<file path="config.mk">
export PLATFORM = sky130hd
export DESIGN_NAME = sa_pe_mosa_multibank
export DESIGN_NICKNAME = d
export VERILOG_FILES = /design/src/rtl/sa_pe_mosa_multibank.sv
export SDC_FILE = /design/constraint.sdc
export NUM_CORES = 1
export LEC_CHECK = 0
export BUFFER_PORTS_ARGS = -buffer_cell sky130_fd_sc_hd__buf_2
export CAP_MARGIN = 5
export CORE_MARGIN = 2
export CORE_UTILIZATION = 44
export DETAILED_ROUTE_END_ITERATION = 10
export GPL_TIMING_DRIVEN = 0
export PLACE_DENSITY_LB_ADDON = 0.2
export SLEW_MARGIN = 15
export SYNTH_ARGS = -nofsm -noshare
export SYNTH_HDL_FRONTEND = slang
export SYNTH_SLANG_ARGS = --single-unit
</file>
<file path="constraint.sdc">
create_clock -name clk -period 8.58 [get_ports clk]
set_input_delay 0.429 -clock clk [delete_from_list [all_inputs] [get_ports clk]]
set_output_delay 0.429 -clock clk [all_outputs]
set_load 0.05 [all_outputs]
</file>
<file path="src/rtl/sa_pe_mosa_multibank.sv">
`default_nettype none
// ============================================================================
// Module      : sa_pe_mosa_multibank
// Description : Systolic PE with neighbour propagation of a/b, an opcode
//               driven signed MAC pipeline (MUL_STAGES+1 stages), N_ACC
//               accumulator banks and a credit-protected valid/ready result
//               FIFO. Optional macro SA_PE_SAT_EN enables saturating
//               accumulation and adds the FIFO-carried res_sat flag.
// Revision    : 1.0 - initial release
// ============================================================================
module sa_pe_mosa_multibank #(
  parameter int IA_W       = 16,
  parameter int IB_W       = 16,
  parameter int ACC_W      = 40,
  parameter int N_ACC      = 4,
  parameter int MUL_STAGES = 1,
  parameter int FIFO_DEPTH = 2
) (
  input  logic                     clk,
  input  logic                     rst,
  input  logic                     pipeline_en,
  input  logic [IA_W-1:0]          a,
  input  logic [IB_W-1:0]          b,
  input  logic [IB_W-1:0]          imm,
  input  logic                     op_valid,
  output logic                     op_ready,
  input  logic [2:0]               op,
  input  logic [$clog2(N_ACC)-1:0] bank,
  output logic [IA_W-1:0]          a_out,
  output logic [IB_W-1:0]          b_out,
  output logic                     res_valid,
  input  logic                     res_ready,
  output logic [ACC_W-1:0]         res_data,
  output logic [$clog2(N_ACC)-1:0] res_bank
`ifdef SA_PE_SAT_EN
  ,
  output logic                     res_sat
`endif
);

  localparam int c_BANK_W = $clog2(N_ACC);
  localparam int c_L      = MUL_STAGES + 1;
  localparam int c_P_W    = IA_W + IB_W;
  localparam int c_CRED_W = $clog2(FIFO_DEPTH + 1);
  localparam int c_PTR_W  = (FIFO_DEPTH > 1) ? $clog2(FIFO_DEPTH) : 1;

  localparam logic [2:0] c_OP_MAC   = 3'd1;
  localparam logic [2:0] c_OP_MUL   = 3'd2;
  localparam logic [2:0] c_OP_MACI  = 3'd3;
  localparam logic [2:0] c_OP_CLR   = 3'd4;
  localparam logic [2:0] c_OP_DRAIN = 3'd5;

`ifdef SA_PE_SAT_EN
  localparam logic [ACC_W-1:0] c_ACC_MAX = {1'b0, {(ACC_W-1){1'b1}}};
  localparam logic [ACC_W-1:0] c_ACC_MIN = {1'b1, {(ACC_W-1){1'b0}}};
`endif

  // Operand pipeline: product, opcode and bank travel together.
  logic                r_vld  [c_L];
  logic [2:0]          r_op   [c_L];
  logic [c_BANK_W-1:0] r_bank [c_L];
  logic [ACC_W-1:0]    r_prod [c_L];

  logic [ACC_W-1:0]    r_acc [N_ACC];
`ifdef SA_PE_SAT_EN
  logic                r_ovf [N_ACC];
  logic                r_fifo_sat [FIFO_DEPTH];
`endif

  logic [ACC_W-1:0]    r_fifo_data [FIFO_DEPTH];
  logic [c_BANK_W-1:0] r_fifo_bank [FIFO_DEPTH];
  logic [c_PTR_W-1:0]  r_wr_ptr;
  logic [c_PTR_W-1:0]  r_rd_ptr;
  logic [c_CRED_W-1:0] r_count;
  logic [c_CRED_W-1:0] r_credit;

  logic                    w_accept;
  logic                    w_drain_acc;
  logic [IB_W-1:0]         w_opb;
  logic signed [c_P_W-1:0] w_prod;
  logic [ACC_W-1:0]        w_prod_ext;
  logic                    w_f_vld;
  logic [2:0]              w_f_op;
  logic [c_BANK_W-1:0]     w_f_bank;
  logic [ACC_W-1:0]        w_f_prod;
  logic [ACC_W-1:0]        w_cur;
  logic [ACC_W:0]          w_sum;
  logic                    w_ovf;
  logic [ACC_W-1:0]        w_acc_next;
  logic                    w_push;
  logic                    w_pop;
  logic [c_PTR_W-1:0]      w_wr_ptr_nxt;
  logic [c_PTR_W-1:0]      w_rd_ptr_nxt;

  // A DRAIN is refused only when every FIFO slot is already promised.
  assign op_ready    = pipeline_en && !((r_credit == c_CRED_W'(FIFO_DEPTH)) && (op == c_OP_DRAIN));
  assign w_accept    = op_valid && op_ready;
  assign w_drain_acc = w_accept && (op == c_OP_DRAIN);

  // Full-precision signed product, sign-extended to the accumulator width.
  assign w_opb      = (op == c_OP_MACI) ? imm : b;
  assign w_prod     = c_P_W'($signed(a)) * c_P_W'($signed(w_opb));
  assign w_prod_ext = ACC_W'(w_prod);

  // Final stage: the only place banks are read or written.
  assign w_f_vld  = r_vld[c_L-1] && pipeline_en;
  assign w_f_op   = r_op[c_L-1];
  assign w_f_bank = r_bank[c_L-1];
  assign w_f_prod = r_prod[c_L-1];
  assign w_cur    = r_acc[w_f_bank];
  assign w_sum    = {w_cur[ACC_W-1], w_cur} + {w_f_prod[ACC_W-1], w_f_prod};
  assign w_ovf    = w_sum[ACC_W] ^ w_sum[ACC_W-1];
`ifdef SA_PE_SAT_EN
  assign w_acc_next = w_ovf ? (w_sum[ACC_W] ? c_ACC_MIN : c_ACC_MAX) : w_sum[ACC_W-1:0];
`else
  assign w_acc_next = w_sum[ACC_W-1:0];
`endif

  assign w_push = w_f_vld && (w_f_op == c_OP_DRAIN);
  assign w_pop  = res_valid && res_ready;

  assign w_wr_ptr_nxt = (r_wr_ptr == c_PTR_W'(FIFO_DEPTH - 1)) ? '0 : r_wr_ptr + c_PTR_W'(1);
  assign w_rd_ptr_nxt = (r_rd_ptr == c_PTR_W'(FIFO_DEPTH - 1)) ? '0 : r_rd_ptr + c_PTR_W'(1);

  assign res_valid = (r_count != '0);
  assign res_data  = r_fifo_data[r_rd_ptr];
  assign res_bank  = r_fifo_bank[r_rd_ptr];
`ifdef SA_PE_SAT_EN
  assign res_sat   = r_fifo_sat[r_rd_ptr];
`endif

  // Neighbour propagation, frozen by the global stall.
  always_ff @(posedge clk) begin
    if (rst) begin
      a_out <= '0;
      b_out <= '0;
    end else if (pipeline_en) begin
      a_out <= a;
      b_out <= b;
    end
  end

  // MAC pipeline shift; stage 0 captures the accepted op, bubbles otherwise.
  always_ff @(posedge clk) begin
    if (rst) begin
      for (int i = 0; i < c_L; i++) begin
        r_vld[i]  <= 1'b0;
        r_op[i]   <= '0;
        r_bank[i] <= '0;
        r_prod[i] <= '0;
      end
    end else if (pipeline_en) begin
      r_vld[0]  <= w_accept;
      r_op[0]   <= op;
      r_bank[0] <= bank;
      r_prod[0] <= w_prod_ext;
      for (int i = 1; i < c_L; i++) begin
        r_vld[i]  <= r_vld[i-1];
        r_op[i]   <= r_op[i-1];
        r_bank[i] <= r_bank[i-1];
        r_prod[i] <= r_prod[i-1];
      end
    end
  end

  // Accumulator bank update from the final pipeline stage.
  always_ff @(posedge clk) begin
    if (rst) begin
      for (int i = 0; i < N_ACC; i++) begin
        r_acc[i] <= '0;
`ifdef SA_PE_SAT_EN
        r_ovf[i] <= 1'b0;
`endif
      end
    end else if (w_f_vld) begin
      case (w_f_op)
        c_OP_MAC, c_OP_MACI: begin
          r_acc[w_f_bank] <= w_acc_next;
`ifdef SA_PE_SAT_EN
          if (w_ovf) r_ovf[w_f_bank] <= 1'b1;
`endif
        end
        c_OP_MUL: r_acc[w_f_bank] <= w_f_prod;
        c_OP_CLR, c_OP_DRAIN: begin
          r_acc[w_f_bank] <= '0;
`ifdef SA_PE_SAT_EN
          r_ovf[w_f_bank] <= 1'b0;
`endif
        end
        default: ;
      endcase
    end
  end

  // Result FIFO storage, pointers and occupancy.
  always_ff @(posedge clk) begin
    if (rst) begin
      for (int i = 0; i < FIFO_DEPTH; i++) begin
        r_fifo_data[i] <= '0;
        r_fifo_bank[i] <= '0;
`ifdef SA_PE_SAT_EN
        r_fifo_sat[i]  <= 1'b0;
`endif
      end
      r_wr_ptr <= '0;
      r_rd_ptr <= '0;
      r_count  <= '0;
    end else begin
      if (w_push) begin
        r_fifo_data[r_wr_ptr] <= w_cur;
        r_fifo_bank[r_wr_ptr] <= w_f_bank;
`ifdef SA_PE_SAT_EN
        r_fifo_sat[r_wr_ptr]  <= r_ovf[w_f_bank];
`endif
        r_wr_ptr <= w_wr_ptr_nxt;
      end
      if (w_pop) r_rd_ptr <= w_rd_ptr_nxt;
      case ({w_push, w_pop})
        2'b10:   r_count <= r_count + c_CRED_W'(1);
        2'b01:   r_count <= r_count - c_CRED_W'(1);
        default: ;
      endcase
    end
  end

  // Credits: FIFO occupancy plus DRAINs still travelling down the pipeline.
  always_ff @(posedge clk) begin
    if (rst) begin
      r_credit <= '0;
    end else begin
      case ({w_drain_acc, w_pop})
        2'b10:   r_credit <= r_credit + c_CRED_W'(1);
        2'b01:   r_credit <= r_credit - c_CRED_W'(1);
        default: ;
      endcase
    end
  end

endmodule
`default_nettype wire
</file>
==> reports/qor.csv, run 1 <==
stage,metric,value,unit
synthesis,cell count after synthesis,2462,
clock_network,CTS hold repair buffers,0,
cells_and_area,layout cells sized above 1,0.1274,
routing,DRC Markers,0,
routing,Post-Route WL,69.98,mm
critical_path,crit path kind,in -> reg,
die,initial core utilization,0.4471,
grt,pin count of the biggest net entering global routing,43,
synthesis,Synth Net Count,2906,
die,Ports,134,
timing,max_slew headroom,0.2470,
timing,Worst Max-Slew Pin Slew,1129,ps
clock_network,Skew-Pair Late Insertion Delay,570,ps
timing,unrepaired setup endpoints after global routing,no,
power,Power Density,398.4,nW/um^2
critical_path,"Max stage delay cell, worst path",fa_1,
synthesis,Mapped Area,27090,sq um
cells_and_area,area of the multi-input gates,15110,sq um
synthesis,"Avg Cell Area, Syn",11.00,sq um
synthesis,synth warn,0,
routing,DRT antenna net count,0,
clock_network,CTS Sinks,359,
grt,first-pass GRT wire length,108.8,mm
synthesis,"Async S/R FF share, synth",0,
clock_network,H-tree depth,2,
routing,wire length per cell,20.23,um
cells_and_area,area delta synth->final,11.42,%
routing,initial DRC count,1138,
cells_and_area,Finished Layout Cells,3459,
timing,Fin. Hold Viols,0,
grt,gr usage total,0.2258,
critical_path,CP Max Fanout,10,
timing,Clock Skew,13.12,ps
placed_design,PortBufs,131,
timing,max-slew violation count,0,
hold_path,type of the worst min-delay path,in -> reg,
synthesis,#FFs+latches synth,359,
clock_network,TritonCTS clock tree,done,
cells_and_area,Filler cells,5552,
clock_network,total CTS buffers,41,
clock_network,Post-CTS Resized,0,
placed_design,hpwl dp,54.16,mm
die,core outline area,60580,sq um
cells_and_area,"most common cell after layout, fill and taps aside",inv_1,
critical_path,Critical Path Source Type,input pin,
timing,final number of setup-violating endpoints,0,
routing,Vias/cell,5.278,
clock_network,Clock Path Buffers,3,
cells_and_area,number of diodes,0,
die,Die Y,252.1,um
outcome,status,finished clean,
synthesis,"Seq/Total Area, Yosys",0.3835,
cells_and_area,Sequential Area,10390,sq um
die,site row count,90,
clock_network,root buffer cell,clkbuf_16,
clock_network,Setup Buffers After CTS,0,
timing,Fin Setup TNS,0,ps
cells_and_area,final net count,3088,
routing,DR vias,18260,
grt,initial antenna violation count,0,
timing,Max Clock Freq,123.1,MHz
cells_and_area,final instance area,30180,sq um
placed_design,placed inst area,28840,sq um
clock_network,Worst-path clk slew,60,ps
power,Max VDD drop,0.5538,mV
timing,crit share post-route,0.9469,
critical_path,CP Data Arrival Time,8430,ps
critical_path,"slowest stage delay, CP",750,ps
die,Die Width,252.1,um
routing,TritonRoute pass-1 iters,5,
cells_and_area,most frequent cells in the layout,"inv_1 (329), edfxtp_1 (320), fa_1 (263)",
grt,global route overflow,0,
die,Die ar.,63570,sq um
grt,vias in the first global route,18970,
critical_path,CP endpoint kind,flip-flop,
timing,Final min period,8125,ps
run,max cap viols,0,
placed_design,RePlAce Congestion,0.9038,
placed_design,Post-Place Cells,3379,
critical_path,"most used cell, CP",fa_1,
power,leak pwr,13.25,nW
synthesis,"EDFF count, synth",320,
synthesis,"Top FF cell, synth",edfxtp_1,
critical_path,CP required,8890,ps
synthesis,synth unique cells,74,
-- final timing paths --
kind	startpoint	to	slack [ps]	cells past startpoint
max	op[2]	r_prod[0][29]$_SDFFCE_PN0P_	460	25
min	b[0]	b_out[0]$_SDFFE_PP0P_	100	3
max reg2reg	r_bank[0][2]$_SDFFCE_PN0P_	r_acc[1][32]$_SDFFCE_PN0P_	2860	14
min reg2reg	r_count[1]$_SDFFE_PP0P_	r_count[1]$_SDFFE_PP0P_	490	2
-- sequential cells by signal, summed over array words and instances, names as in the netlist, named ones only --
| signal | flops |
|---|---|
| r_wr_ptr | 1 |
| r_credit | 2 |
| r_fifo_data | 80 |
| r_fifo_bank | 4 |
| a_out | 16 |
| r_bank | 4 |
| r_vld | 2 |
| r_rd_ptr | 1 |
| b_out | 16 |
| r_acc | 160 |
| r_op | 6 |
| r_count | 2 |
| r_prod | 64 |
-- critical path, delay by kind of cell --
family	cells	cell delay [ps]
compound gates	5	1890
xor+xnor	1	180
fa+ha+maj	7	3580
buf+inv	7	1290
mux	1	490
simple gates	4	560
-- routing by layer --
layer  vias to the layer above  track usage  routed length, um  part of all wire
met5                         -            0                  0                 0
met1                      9084       0.2964              30070              0.43
met4                         0      0.06255               1852             0.026
met2                       528       0.3898              33760              0.48
li1                       8543            -                  -                 -
met3                       100      0.03460               4293             0.061
-- kinds of logic (layout without fill, tap and decap cells) --
family	Yosys count	after routing	share of synthesized area
adder cells (fa/ha/maj)	386	386	0.2512
AND/OR/NAND/NOR	834	834	0.1515
buffers and inverters	436	651	0.06064
XOR/XNOR	60	60	0.01940
AO/OA/AOI/OAI	247	247	0.06087
flip-flops	359	359	0.3835
multiplexers	140	140	0.07288
-- through the flow --
stage | setup slack [ps] | hold WS [ps] | power (mW) | utilization
2_1_floorplan | 1445 | 453.4 | 8.562 | -
3_3_place_gp | -362.1 | 463.8 | 10.17 | 0.4741
3_5_place_dp | -473.0 | 481.1 | 10.28 | 0.4760
4_1_cts | 167.1 | 71.52 | 12.05 | 0.4975
5_1_grt | 184.1 | 102.3 | 13.31 | 0.4982
6_report | 455.4 | 100.2 | 12.02 | 0.4982
-- cell type report --
type | count | share of cell area
Multi-Input combinational cell | 1667 | 0.5007
Sequential cell | 359 | 0.3442
Inverter | 329 | 0.04091
Clock buffer | 46 | 0.03461
Tap cell | 782 | 0.03242
Timing Repair Buffer | 139 | 0.02495
Buffer | 107 | 0.01355
Clock inverter | 30 | 0.008664
-- cell usage after synthesis (3+ instances only) --
cell      count  area (sq um)
edfxtp_1    320          9609
or2_2        15         93.84
nor3_1       21         105.1
mux2i_1      42         420.4
o21ai_0      46         230.2
clkbuf_1     94         352.8
nand2b_1     19         118.9
mux4_2       40         900.9
nor4_1        7         43.79
nand3_1      16         80.08
a21oi_1      62         310.3
and3_1       11         68.82
ha_1        123          1539
a221oi_1      3         26.28
nand4_1       6         37.54
a211oi_1     11         82.58
a31oi_1       9         56.30
o21a_1       10         75.07
nor2_1      252         945.9
or3_1        10         62.56
o211ai_1      9         67.56
a31o_2        3         26.28
fa_1        263          5265
dfxtp_1      39         780.8
o21bai_1      9         67.56
xnor2_1      41         359.1
inv_1       329          1235
mux2_2       58         653.1
a211o_1       5         43.79
buf_2         5         25.02
a21o_1       35         262.8
and2_1      221          1383
xor2_1       19         166.4
o31ai_1      13         97.59
nand2_1     191         716.9
buf_1         8         30.03
nor2b_1      52         325.3
-- power breakdown --
part / total [mW] / switching (mW) / internal [mW]
registers: 2.20 / 0.0456 / 2.15
clock network: 1.70 / 0.750 / 0.954
logic: 8.12 / 4.68 / 3.44
Note: power is estimated with default switching activity, not from simulation.
==> run 2, diff against run 1 <==
BUFFER_PORTS_ARGS = not set   (was -buffer_cell sky130_fd_sc_hd__buf_2)
DONT_BUFFER_PORTS = 1   (was not set)
==> reports/qor.csv, run 2 (same netlist as run 1, synthesis figures left out) <==
stage,metric,value,unit,change
outcome,status,finished clean,,
grt,pin count of the biggest net entering global routing,43,,unchanged
critical_path,Worst R2R Setup Slack,2860,ps,about the same
grt,global route overflow,0,,unchanged
timing,max-slew violation count,0,,unchanged
cells_and_area,Top Registers,"r_acc: 160 flops, r_fifo_data: 80 flops, r_prod: 64 flops",,
grt,gr usage total,0.2282,,+0.002391
clock_network,Setup Buffers After CTS,0,,unchanged
cells_and_area,area delta synth->final,9.926,%,
placed_design,hpwl dp,54.35,mm,+0.36%
grt,initial antenna violation count,3,,+3
timing,Max Clock Freq,123.4,MHz,+0.26%
timing,Fin. Hold Viols,0,,unchanged
clock_network,TritonCTS clock tree,done,,
clock_network,Worst-path clk slew,60,ps,about the same
routing,DR vias,17840,,-2.3%
timing,crit share post-route,0.9445,,-0.002420
power,leak pwr,12.78,nW,-3.5%
cells_and_area,"most common cell after layout, fill and taps aside",inv_1,,
routing,wire length per cell,21.06,um,+4.1%
die,Die Y,252.1,um,unchanged
run,max cap viols,0,,unchanged
hold_path,Hold Crit Start,a[11],,
critical_path,CP Data Arrival Time,8420,ps,about the same
clock_network,H-tree depth,2,,unchanged
die,site row count,90,,unchanged
timing,final number of setup-violating endpoints,0,,unchanged
cells_and_area,Finished Layout Cells,3345,,-3.3%
placed_design,RePlAce Congestion,0.9288,,+2.8%
critical_path,"CP delay by family, top",adder cells,,
critical_path,Critical R2R Launch,r_bank[0][2]$_SDFFCE_PN0P_,,
grt,vias in the first global route,18980,,+0.026%
hold_path,hold depth,2,,-1
placed_design,Post-Place Cells,3248,,-3.9%
die,Die Width,252.1,um,unchanged
clock_network,Clock Path Buffers,3,,unchanged
die,Ports,134,,unchanged
power,Power Density,404.0,nW/um^2,+1.4%
grt,first-pass GRT wire length,110.0,mm,+1.1%
routing,Vias/cell,5.334,,+1.1%
clock_network,root buffer cell,clkbuf_16,,
placed_design,placed inst area,28190,sq um,-2.2%
hold_path,type of the worst min-delay path,in -> reg,,
placed_design,PortBufs,0,,-100%
power,Final Total Pwr,12.03,mW,about the same
timing,max_slew headroom,0.2575,,+0.01054
critical_path,Reg2Reg Depth,14,,unchanged
cells_and_area,Top reg by flops,r_acc,,
cells_and_area,layout cells sized above 1,0.08076,,-0.04662
critical_path,CP required,8890,ps,about the same
power,Max VDD drop,0.4450,mV,-20%
critical_path,"Max stage delay cell, worst path",mux2i_1,,
cells_and_area,final net count,2977,,-3.6%
cells_and_area,most frequent cells in the layout,"inv_1 (329), edfxtp_1 (320), fa_1 (263)",,
cells_and_area,max reg flops,160,,unchanged
clock_network,CTS Sinks,359,,unchanged
timing,Final min period,8104,ps,-20.76 ps
critical_path,CP Max Fanout,10,,unchanged
critical_path,"slowest stage delay, CP",940,ps,+190 ps
cells_and_area,number of diodes,0,,unchanged
critical_path,Critical Path Source Type,input pin,,
critical_path,crit path cell chain,"nand3b_1, mux2i_1, clkbuf_1, nor2b_1, fa_1, inv_1, fa_1, fa_1, inv_1, fa_1, fa_1, inv_1, fa_1, inv_1, ha_1, o21ai_0, nor2_1, o211ai_1, nand2_1, o311ai_0, o31ai_1, a31oi_1, xor2_1, nor2_1",,
critical_path,"most used cell, CP",fa_1,,
die,core outline area,60580,sq um,unchanged
critical_path,Bufs and invs on worst path,5,,-2
routing,initial DRC count,1052,,-7.6%
routing,Post-Route WL,70.44,mm,+0.66%
die,Die ar.,63570,sq um,unchanged
timing,Hold Worst Slack,18.84,ps,-81.34 ps
die,initial core utilization,0.4471,,unchanged
cells_and_area,Filler cells,5586,,+0.61%
hold_path,"Endpoint, Worst Hold",a_out[11]$_SDFFE_PP0P_,,
critical_path,reg-to-reg endpoint,r_acc[1][32]$_SDFFCE_PN0P_,,
timing,unrepaired setup endpoints after global routing,no,,
routing,TritonRoute pass-1 iters,7,,+2
timing,Worst Max-Slew Pin Slew,1114,ps,-15.81 ps
cells_and_area,final instance area,29780,sq um,-1.3%
clock_network,total CTS buffers,42,,+2.4%
critical_path,CP endpoint kind,flip-flop,,
routing,DRT antenna net count,0,,unchanged
timing,Clock Skew,30.69,ps,+17.57 ps
critical_path,crit path kind,in -> reg,,
clock_network,Skew-Pair Late Insertion Delay,590,ps,+20 ps
routing,DRC Markers,0,,unchanged
-- run 2: cell count changes in the layout (fill, tap and decap cells not counted), moves of 2 or more --
cell           previous run  this run
buf_4                     5         0
clkbuf_1                 99       101
buf_2                   137         6
clkinvlp_4                3         1
clkbuf_16                41        43
dlygate4sd3_1             0        23
inv_6                     1         3
clkinv_2                  8         6
clkinv_1                 11         6
buf_6                     0         2
-- run 2: worst max-delay path by stage --
stage | end | cells past startpoint | slack, ps | start
floorplan | r_prod[0][29]$_SDFFCE_PN0P_ | 23 | 1440 | op[2]
global placement | r_prod[0][30]$_SDFFCE_PN0P_ | 24 | -140 | op[2]
detailed placement | r_prod[0][30]$_SDFFCE_PN0P_ | 24 | -230 | op[2]
CTS | r_prod[0][30]$_SDFFCE_PN0P_ | 24 | 370 | op[2]
global route | r_prod[0][30]$_SDFFCE_PN0P_ | 24 | 100 | op[0]
finish | r_prod[0][30]$_SDFFCE_PN0P_ | 24 | 480 | op[2]
-- run 2: what timing repair did --
action / 4_1_cts / 5_1_grt
endpoints found under the hold margin: 23 / 0
resized for setup: 0 / 0
hold buffers: 23 / 0
-- run 2: power by group --
part	leakage (nW)	switching [mW]	internal [mW]	total, mW
combinational	8.44	4.61	3.42	8.03
sequential	3.67	0.0777	2.15	2.23
clock	0.666	0.739	1.03	1.77
total	12.8	5.42	6.61	12.0
-- run 2: layer usage --
metal / wire length [um] / global-route usage
met5: 23 / 0
met4: 1707 / 0.05934
met3: 4274 / 0.03635
met2: 34550 / 0.3974
met1: 29890 / 0.2972
-- run 2: final cells by class --
class                      count  area (sq um)  share of cell area
clock buffer                  52          1124             0.03773
inverter                     329          1235             0.04147
tap                          782         978.4             0.03286
sequential                   359         10390              0.3489
buffer                       107         409.1             0.01374
clock inverter                22         237.7            0.007983
timing repair buffer          27         292.8            0.009832
multi-input combinational   1667         15110              0.5075
-- run 2: per-stage QoR --
stage               setup WS (ps)  utilization  setup TNS [ps]
finish                      476.1       0.4915               0
global route                95.29       0.4915               0
CTS                         371.2       0.4915               0
detailed placement         -228.3       0.4653          -786.5
global placement           -139.3       0.4633          -476.2
floorplan                    1445            -               0
